<file path="src/rtl/sap1_pkg.sv">
// Shared SAP-1 constants: opcodes, control-word microcode constants and T-state encoding.
package sap1_pkg;

  typedef logic [3:0]  opcode_t;
  typedef logic [11:0] cw_t;
  typedef logic [2:0]  tstate_t;

  localparam opcode_t OP_LDA = 4'b0000;
  localparam opcode_t OP_ADD = 4'b0001;
  localparam opcode_t OP_SUB = 4'b0010;
  localparam opcode_t OP_OUT = 4'b1110;
  localparam opcode_t OP_HLT = 4'b1111;

  localparam cw_t CW_FETCH1      = 12'h090;
  localparam cw_t CW_FETCH2      = 12'h1A0;
  localparam cw_t CW_NOP         = 12'h000;
  localparam cw_t CW_ADDR_TO_MAR = 12'h090;
  localparam cw_t CW_RAM_TO_A    = 12'h120;
  localparam cw_t CW_RAM_TO_B    = 12'h108;
  localparam cw_t CW_ALU_ADD     = 12'h024;
  localparam cw_t CW_ALU_SUB     = 12'h026;
  localparam cw_t CW_A_TO_OUT    = 12'h401;

  localparam tstate_t T_IDLE = 3'd0;
  localparam tstate_t T1     = 3'd1;
  localparam tstate_t T2     = 3'd2;
  localparam tstate_t T3     = 3'd3;
  localparam tstate_t T4     = 3'd4;
  localparam tstate_t T5     = 3'd5;
  localparam tstate_t T6     = 3'd6;

endpackage

</file>
<file path="src/rtl/controller_if.sv">
// IR-to-controller-to-datapath bus: opcode in, control word and halt out.
interface controller_if;
  import sap1_pkg::*;

  opcode_t opcode;
  cw_t     cw;
  logic    halt;

  modport master (output opcode, input cw, input halt);
  modport slave  (input opcode, output cw, output halt);
endinterface

</file>
<file path="src/rtl/controller_ring_counter.sv">
// Six-state T-counter: idle(0) -> T1..T6 -> T1, frozen while hold is high.
module ring_counter
  import sap1_pkg::*;
(
  input  logic    clk,
  input  logic    rst,
  input  logic    hold,
  output tstate_t t_state
);

  tstate_t t_next;

  always_ff @(posedge clk) begin
    if (rst) t_state <= T_IDLE;
    else     t_state <= t_next;
  end

  // Unused code 7 falls back into T1 so the ring always recovers.
  always_comb begin
    t_next = t_state;
    if (!hold) begin
      if (t_state >= T6) t_next = T1;
      else               t_next = t_state + 3'd1;
    end
  end

endmodule

</file>
<file path="src/rtl/controller.sv">
// SAP-1 microprogrammed controller: halt register plus combinational microcode decode.
module controller
  import sap1_pkg::*;
(
  input  logic          clk,
  input  logic          rst,
  controller_if.slave   bus
);

  tstate_t t_state;
  logic    halt_q;
  logic    halt_set;
  cw_t     cw_dec;

  // Freeze in T4 on the very edge that latches halt, so the counter never leaves T4.
  assign halt_set = (t_state == T4) && (bus.opcode == OP_HLT);

  ring_counter u_ring (
    .clk     (clk),
    .rst     (rst),
    .hold    (halt_q | halt_set),
    .t_state (t_state)
  );

  always_ff @(posedge clk) begin
    if (rst)           halt_q <= 1'b0;
    else if (halt_set) halt_q <= 1'b1;
  end

  always_comb begin
    cw_dec = CW_NOP;
    case (t_state)
      T1: cw_dec = CW_FETCH1;
      T2: cw_dec = CW_FETCH2;
      T3: cw_dec = CW_NOP;
      T4: case (bus.opcode)
            OP_LDA, OP_ADD, OP_SUB: cw_dec = CW_ADDR_TO_MAR;
            OP_OUT:                 cw_dec = CW_A_TO_OUT;
            default:                cw_dec = CW_NOP;
          endcase
      T5: case (bus.opcode)
            OP_LDA:         cw_dec = CW_RAM_TO_A;
            OP_ADD, OP_SUB: cw_dec = CW_RAM_TO_B;
            default:        cw_dec = CW_NOP;
          endcase
      T6: case (bus.opcode)
            OP_ADD:  cw_dec = CW_ALU_ADD;
            OP_SUB:  cw_dec = CW_ALU_SUB;
            default: cw_dec = CW_NOP;
          endcase
      default: cw_dec = CW_NOP;
    endcase
  end

  assign bus.cw   = halt_q ? CW_NOP : cw_dec;
  assign bus.halt = halt_q;

endmodule

</file>
<file path="src/flat_wrapper.sv">
// flat-port wrapper written by rule: the top's interface ports become plain ports
module controller_flat import sap1_pkg::*;
  (clk, rst, bus_opcode, bus_cw, bus_halt);
  controller_if bus_i ();
  input  logic clk;
  input  logic rst;
  input wire logic [$bits(bus_i.opcode)-1:0] bus_opcode;
  output wire logic [$bits(bus_i.cw)-1:0] bus_cw;
  output wire logic [$bits(bus_i.halt)-1:0] bus_halt;
  assign bus_i.opcode = bus_opcode;
  assign bus_cw = bus_i.cw;
  assign bus_halt = bus_i.halt;
  controller u_core (.clk(clk), .rst(rst), .bus(bus_i));
endmodule
</file>
<file path="config.mk">
export PLATFORM = sky130hd
export DESIGN_NAME = controller_flat
export DESIGN_NICKNAME = d
export VERILOG_FILES = /design/src/rtl/sap1_pkg.sv /design/src/rtl/controller_if.sv /design/src/rtl/controller_ring_counter.sv /design/src/rtl/controller.sv /design/src/flat_wrapper.sv
export SDC_FILE = /design/constraint.sdc
export NUM_CORES = 1
export LEC_CHECK = 0
export CAP_MARGIN = 25
export CORE_AREA = 8 8 45 47
export CTS_BUF_LIST = sky130_fd_sc_hd__clkbuf_8
export DETAILED_ROUTE_END_ITERATION = 8
export DIE_AREA = 0 0 53 55
export PLACE_DENSITY = 0.73
export SYNTH_ARGS = -nofsm -noshare
export SYNTH_HDL_FRONTEND = slang
export SYNTH_SLANG_ARGS = --single-unit
</file>
<file path="constraint.sdc">
create_clock -name clk -period 2.25 [get_ports clk]
set_input_delay 0.45 -clock clk [delete_from_list [all_inputs] [get_ports clk]]
set_output_delay 0.45 -clock clk [all_outputs]
set_load 0.02 [all_outputs]
</file>
[After elaboration in Yosys (flattened, before gate mapping)]
Index checks and enable logic that the tools add are counted.
Operators by class
  div/mod/pow operators: 0
  eq/ne operators: 9
  shift operators: 0
  multiply operators: 0
  muxes and demuxes: 6
  $add $sub $neg: 1
  magnitude comparators: 1
  reductions and logical operators: 4
  bitwise gates (word level): 1
Operators by type and width (number)
  12-bit one-hot mux with 5 select lines: 1
  11-bit one-hot mux with 2 select lines: 1
  9-bit one-hot mux with 2 select lines: 1
  12-bit 2-to-1 mux: 1
  6-bit one-hot mux with 2 select lines: 1
  3-bit equality test (second input constant): 3
  4-bit equality test (second input constant): 2
  4-bit by 1-bit equality test with 1-bit output (second input constant): 1
  4-bit by 2-bit equality test with 1-bit output (second input constant): 1
  4-bit logical NOT: 1
  3-bit by 1-bit adder with 3-bit output (second input constant): 1
  3-bit by 1-bit equality test with 1-bit output (second input constant): 1
  3-bit by 2-bit equality test with 1-bit output (second input constant): 1
  3-bit greater-or-equal comparator (second input constant): 1
  3-bit 2-to-1 mux: 1
  3-bit OR reduction: 1
  2-bit OR reduction: 1
  1-bit logical AND: 1
  1-bit OR: 1
Storage, ports and cells
  input bits: 6
  memories kept: 0
  logic and storage cells: 24
  ROM bits: 0
  latch bits: 0
  bits in writable memories: 0
  output and inout bits: 13
  register bits: 4

[Longest topological paths before layout]
  depth after elaboration: 5
  mapped depth: 6
  depth with buffers taken out: 5

[Modules after synthesis]
A second synthesis with hierarchy kept.
Second synthesis, totals
  cell total of the unflattened synthesis: 59
  area, all modules: 435.4 um^2
By module, submodules not included
  controller: cells each 42, times used 1, area an instance 275.3 um^2
  ring_counter: cells each 17, times used 1, area an instance 160.2 um^2

[Worst setup path after synthesis]
No wires, ideal clock.
  kind: register to output
  start point: reg u_core.u_ring.t_state[1]
  end point: out bus_cw[10]
  path buffers: 1
  arrival: 1742 ps
  slack: 58 ps
  required time: 1800 ps
  cell stages (with the launch flop): 7
  path through: dfxtp_1 inv_1 ha_1 nand2b_4 a31o_2 nor4b_2 buf_4
Between the ends
  longest elaborated chain between the ends: 3
  elaborated cells between the ends (all ways): 7
Ends and longest elaborated chain
  start: declaration: RTL line controller_ring_counter.sv:8  | output tstate_t t_state
  start signal: assignment: RTL line controller_ring_counter.sv:15  | else t_state <= t_next;
  3-bit equality test (tied with other cells): RTL line controller.sv:32  | case (t_state)
  12-bit one-hot mux with 5 select lines (*): RTL line controller.sv:32
  12-bit 2-to-1 mux (*): RTL line controller.sv:55  | assign bus.cw = halt_q ? CW_NOP : cw_dec;
  end: declaration: RTL line flat_wrapper.sv:8  | output wire logic [$bits(bus_i.cw)-1:0] bus_cw;
Every way passes the cells marked *; elsewhere a longest branch is shown, timed or not.

[Worst setup path in the final report]
  start point: in bus_opcode[0]
  end point: out bus_cw[10]
Between the ends
  longest elaborated chain between the ends: 5
  elaborated cells between the ends (all ways): 8
Ends and longest elaborated chain
  start: declaration: RTL line flat_wrapper.sv:7  | input wire logic [$bits(bus_i.opcode)-1:0] bus_opcode;
  4-bit by 1-bit equality test with 1-bit output (tied with other cells): RTL line controller.sv:36  | T4: case (bus.opcode)
  3-bit OR reduction: RTL line controller.sv:36
  11-bit one-hot mux with 2 select lines (*): RTL line controller.sv:36
  12-bit one-hot mux with 5 select lines (*): RTL line controller.sv:32
  12-bit 2-to-1 mux (*): RTL line controller.sv:55
Marked as above.

==> out/metrics.csv <==
metric,value,unit
status,"finished, final reports clean",
post-synthesis instance total,59,
placement row count,14,
Clock Skew,0.00306,ns
overall die width,53,µm
Post-Route Hold Slack,0.720,ns
start of the worst register-to-register path,u_core.u_ring.t_state[0],
area of all placed cells without fillers,747,µm²
CTS max path bufs,2,
Final Instance Count excl. Fillers,104,
number of global-route vias before repair,490,
post-synth design cell area,483,µm²
fraction of layout cells with a size suffix above 1,38.6,%
antenna violation net count after detailed routing,0,
"Cell Area, Placed",724,µm²
most used flip-flop cell after synthesis,dfxtp_1,
Fmax achieved,462,MHz
post-synthesis area per instance,8.19,µm²
combinational power share,38.7,%
worst hold path depth,3,
insertion delay to the later sink of the worst-skew pair,0.21,ns
depth of the most critical reg-to-reg path,6,
cell family with the largest share of critical-path delay,buffers and inverters,
final setup slack of the worst path,0.0850,ns
data required time of the worst path,1.80,ns
Internal Power,260,µW
gpl congestion,0.768,
drt first-iter violations,5,
Worst IR Drop VDD,624,µV
root buffer cell,clkbuf_8,
"Distinct cells, synth",27,
# IOs,19,
Switch Pwr,106,µW
die span in y,55,µm
initial antenna violation count,0,
number of logic stages on the critical path including buffering,4,
number of enable-type register cells in the synthesized netlist,0,
Max Cap Violations,0,
Final Slew Violations,0,
capture endpoint of the worst hold path,u_core.u_ring.t_state[2],
flop-to-flop setup slack,0.67,ns
post-detailed-route DRC marker count,0,
core utilization of the finished layout,54.0,%
1st-pass router iterations,2,
Crit Path Max Fanout,4,
clock slew at the register clock pins of the worst setup and hold paths,0.03,ns
placeable core region,0.00138,mm²
via/cell ratio,4.88,
Inserted Clock Buffers,3,
r2r endpoint,u_core.u_ring.t_state[0],
number of nets in the final layout,100,
total via count after detailed routing,508,
worst setup slack before clock tree synthesis,-0.321,ns
H-tree depth,1,
count of inserted antenna diode cells,0,
remaining global-route overflow,0,
critical-path cell list,clkdlybuf4s50_1 -> buf_4 -> nor4b_2 -> dlygate4sd1_1,
share of power burned in the clock network,39.4,%
total power per unit cell area,491,mW/mm²
Cells after DPL,101,
relative area change from synthesis to final layout,54.7,%
Finish-stage setup viols,0,
die area,0.00292,mm²
delay of the slowest cell on the worst path,0.46,ns
drt wl/cell,12.0,µm
clock period minus worst slack,2.16,ns
share of the yosys chip area belonging to registers,16.6,%
sort of element at the start of the critical path,primary input,
final cycle utilization of the critical path,96.2,%
initial standard-cell utilization of the core,34.9,%
worst hold-check path type,flop to flop,
Switching Share,29.0,%
wire length reported by the detailed router,1.25,mm
number of hold violations in the final report,0,
Yosys warnings,0,
setup repair after global routing missed its margin,no,
Crit. End Element,output port,
Seq cells post-synth,4,
P_leak,0.000349,µW
maximum number of pins on one net before global-route repair,10,
IO buf count,15,
GR Util All Layers,8.73,%
sequential share of power,22.0,%
beginning of the worst hold path,u_core.u_ring.t_state[2],
clock sink count,4,
global-route wire length before repair,1.99,mm
critical path start-end classification,primary input to output port,
Crit-path slowest cell,clkdlybuf4s50_1,
buffers plus inverters on the worst setup path,3,
data arrival time of the critical path,1.71,ns
async set or reset register ratio after synthesis,0,%
CTS tree,built,
post-DP HPWL,1.07,mm
-- cells by family (layout without fill, tap and decap cells) --
| kind of cell | after synthesis | after routing | share of synthesized area, % |
|---|---|---|---|
| and+or+nand+nor | 26 | 26 | 36.0 |
| AOI/OAI and AO/OA | 12 | 12 | 16.1 |
| buffers and inverters | 8 | 35 | 10.9 |
| adders and majority gates | 4 | 4 | 10.4 |
| DFF | 4 | 4 | 16.6 |
| muxes | 3 | 3 | 7.51 |
| other | 1 | 3 | 0.776 |
| xor gates and xnor gates | 1 | 1 | 1.81 |
-- final cells by class --
type	count	area (µm²)
Clock buffer	3	41.3
Fill cell	137	637
Inverter	3	11.3
Multi-Input combinational cell	49	372
Sequential cell	4	80.1
Tap cell	16	20.0
Timing Repair Buffer	29	223
-- how the worst max path moves through the flow --
| stage | startpoint | end | slack, ns |
|---|---|---|---|
| finish | bus_opcode[0] | bus_cw[10] | 0.09 |
| global route | u_core.u_ring.t_state[0] | bus_cw[10] | 0.02 |
| CTS | bus_opcode[3] | bus_cw[1] | 0.01 |
| detailed placement | bus_opcode[3] | bus_cw[1] | -0.32 |
| global placement | bus_opcode[0] | bus_cw[5] | -0.31 |
| floorplan | u_core.u_ring.t_state[1] | bus_cw[10] | 0.06 |
-- power groups by stage --
| stage | Combinational [µW] | Clock (µW) | Sequential [µW] |
|---|---|---|---|
| after global routing | 156 | 153 | 81.4 |
| after floorplan | 78.5 | 0 | 83.8 |
| final | 142 | 144 | 80.5 |
| after detailed placement | 149 | 0 | 81.3 |
| after global placement | 146 | 0 | 81.0 |
| after CTS | 145 | 148 | 80.3 |
-- per-stage QoR --
stage / power [µW] / setup TNS [ns]
6_report: 366 / 0
5_1_grt: 391 / 0
4_1_cts: 373 / 0
3_5_place_dp: 230 / -2.65
3_3_place_gp: 228 / -2.39
2_1_floorplan: 162 / 0
-- registers in the layout (all words and copies together), names as in the netlist --
signal and count:
u_core.u_ring.t_state 3, u_core.bus.halt 1
-- synthesized netlist by cell type (2+ instances only) --
| cell type | count | share of area (%) |
|---|---|---|
| a21oi_1 | 6 | 6.2 |
| buf_4 | 4 | 6.2 |
| dfxtp_1 | 4 | 17 |
| ha_1 | 4 | 10 |
| inv_1 | 3 | 2.3 |
| nand2_1 | 4 | 3.1 |
| nand2b_1 | 3 | 3.9 |
| nand3b_1 | 2 | 3.1 |
| nand4_1 | 2 | 2.6 |
| nand4b_1 | 2 | 3.6 |
| nor2_1 | 6 | 4.7 |
| nor4b_1 | 2 | 3.6 |
| o21ai_0 | 3 | 3.1 |
-- routing by layer --
metal | up-vias | share of wire (%) | GRT usage (%)
li1 | 264 | - | -
met1 | 231 | 42 | 9.55
met2 | 13 | 49 | 16.4
met3 | 0 | 9.8 | 2.67
met4 | 0 | 0 | 1.29
met5 | - | 0 | 0
-- cells in the final DEF, fill, tap and decap left out, types with 2 or more instances in the layout --
cell type	netlist	layout
ha_1	4	4
clkbuf_8	0	3
dfxtp_1	4	4
nand2b_1	3	3
nand4b_1	2	2
inv_1	3	3
nor2_1	6	5
nor4b_2	1	2
nand3b_1	2	2
nand4_1	2	2
dlymetal6s2s_1	0	2
conb_1	1	3
a21oi_1	6	6
buf_4	4	14
clkdlybuf4s50_1	0	4
clkbuf_2	0	6
o21ai_0	3	3
nand2_1	4	4
dlygate4sd1_1	0	2
-- what timing repair did --
item | 4_1_cts | 5_1_grt
hold buffers | 0 | 0
setup endpoints to repair | 9 | 9
resized for setup | 12 | 21
setup buffers | 0 | 0
pin swaps | 0 | 0
-- worst register-to-register path, cell delays in order, from the launching register on --
cell and delay [ns]:
dfxtp_1 0.33, inv_1 0.12, ha_1 0.21, nand4_2 0.13
buf_4 0.16, o21ba_4 0.21, mux2_4 0.30
(Power assumes the default switching activity.)
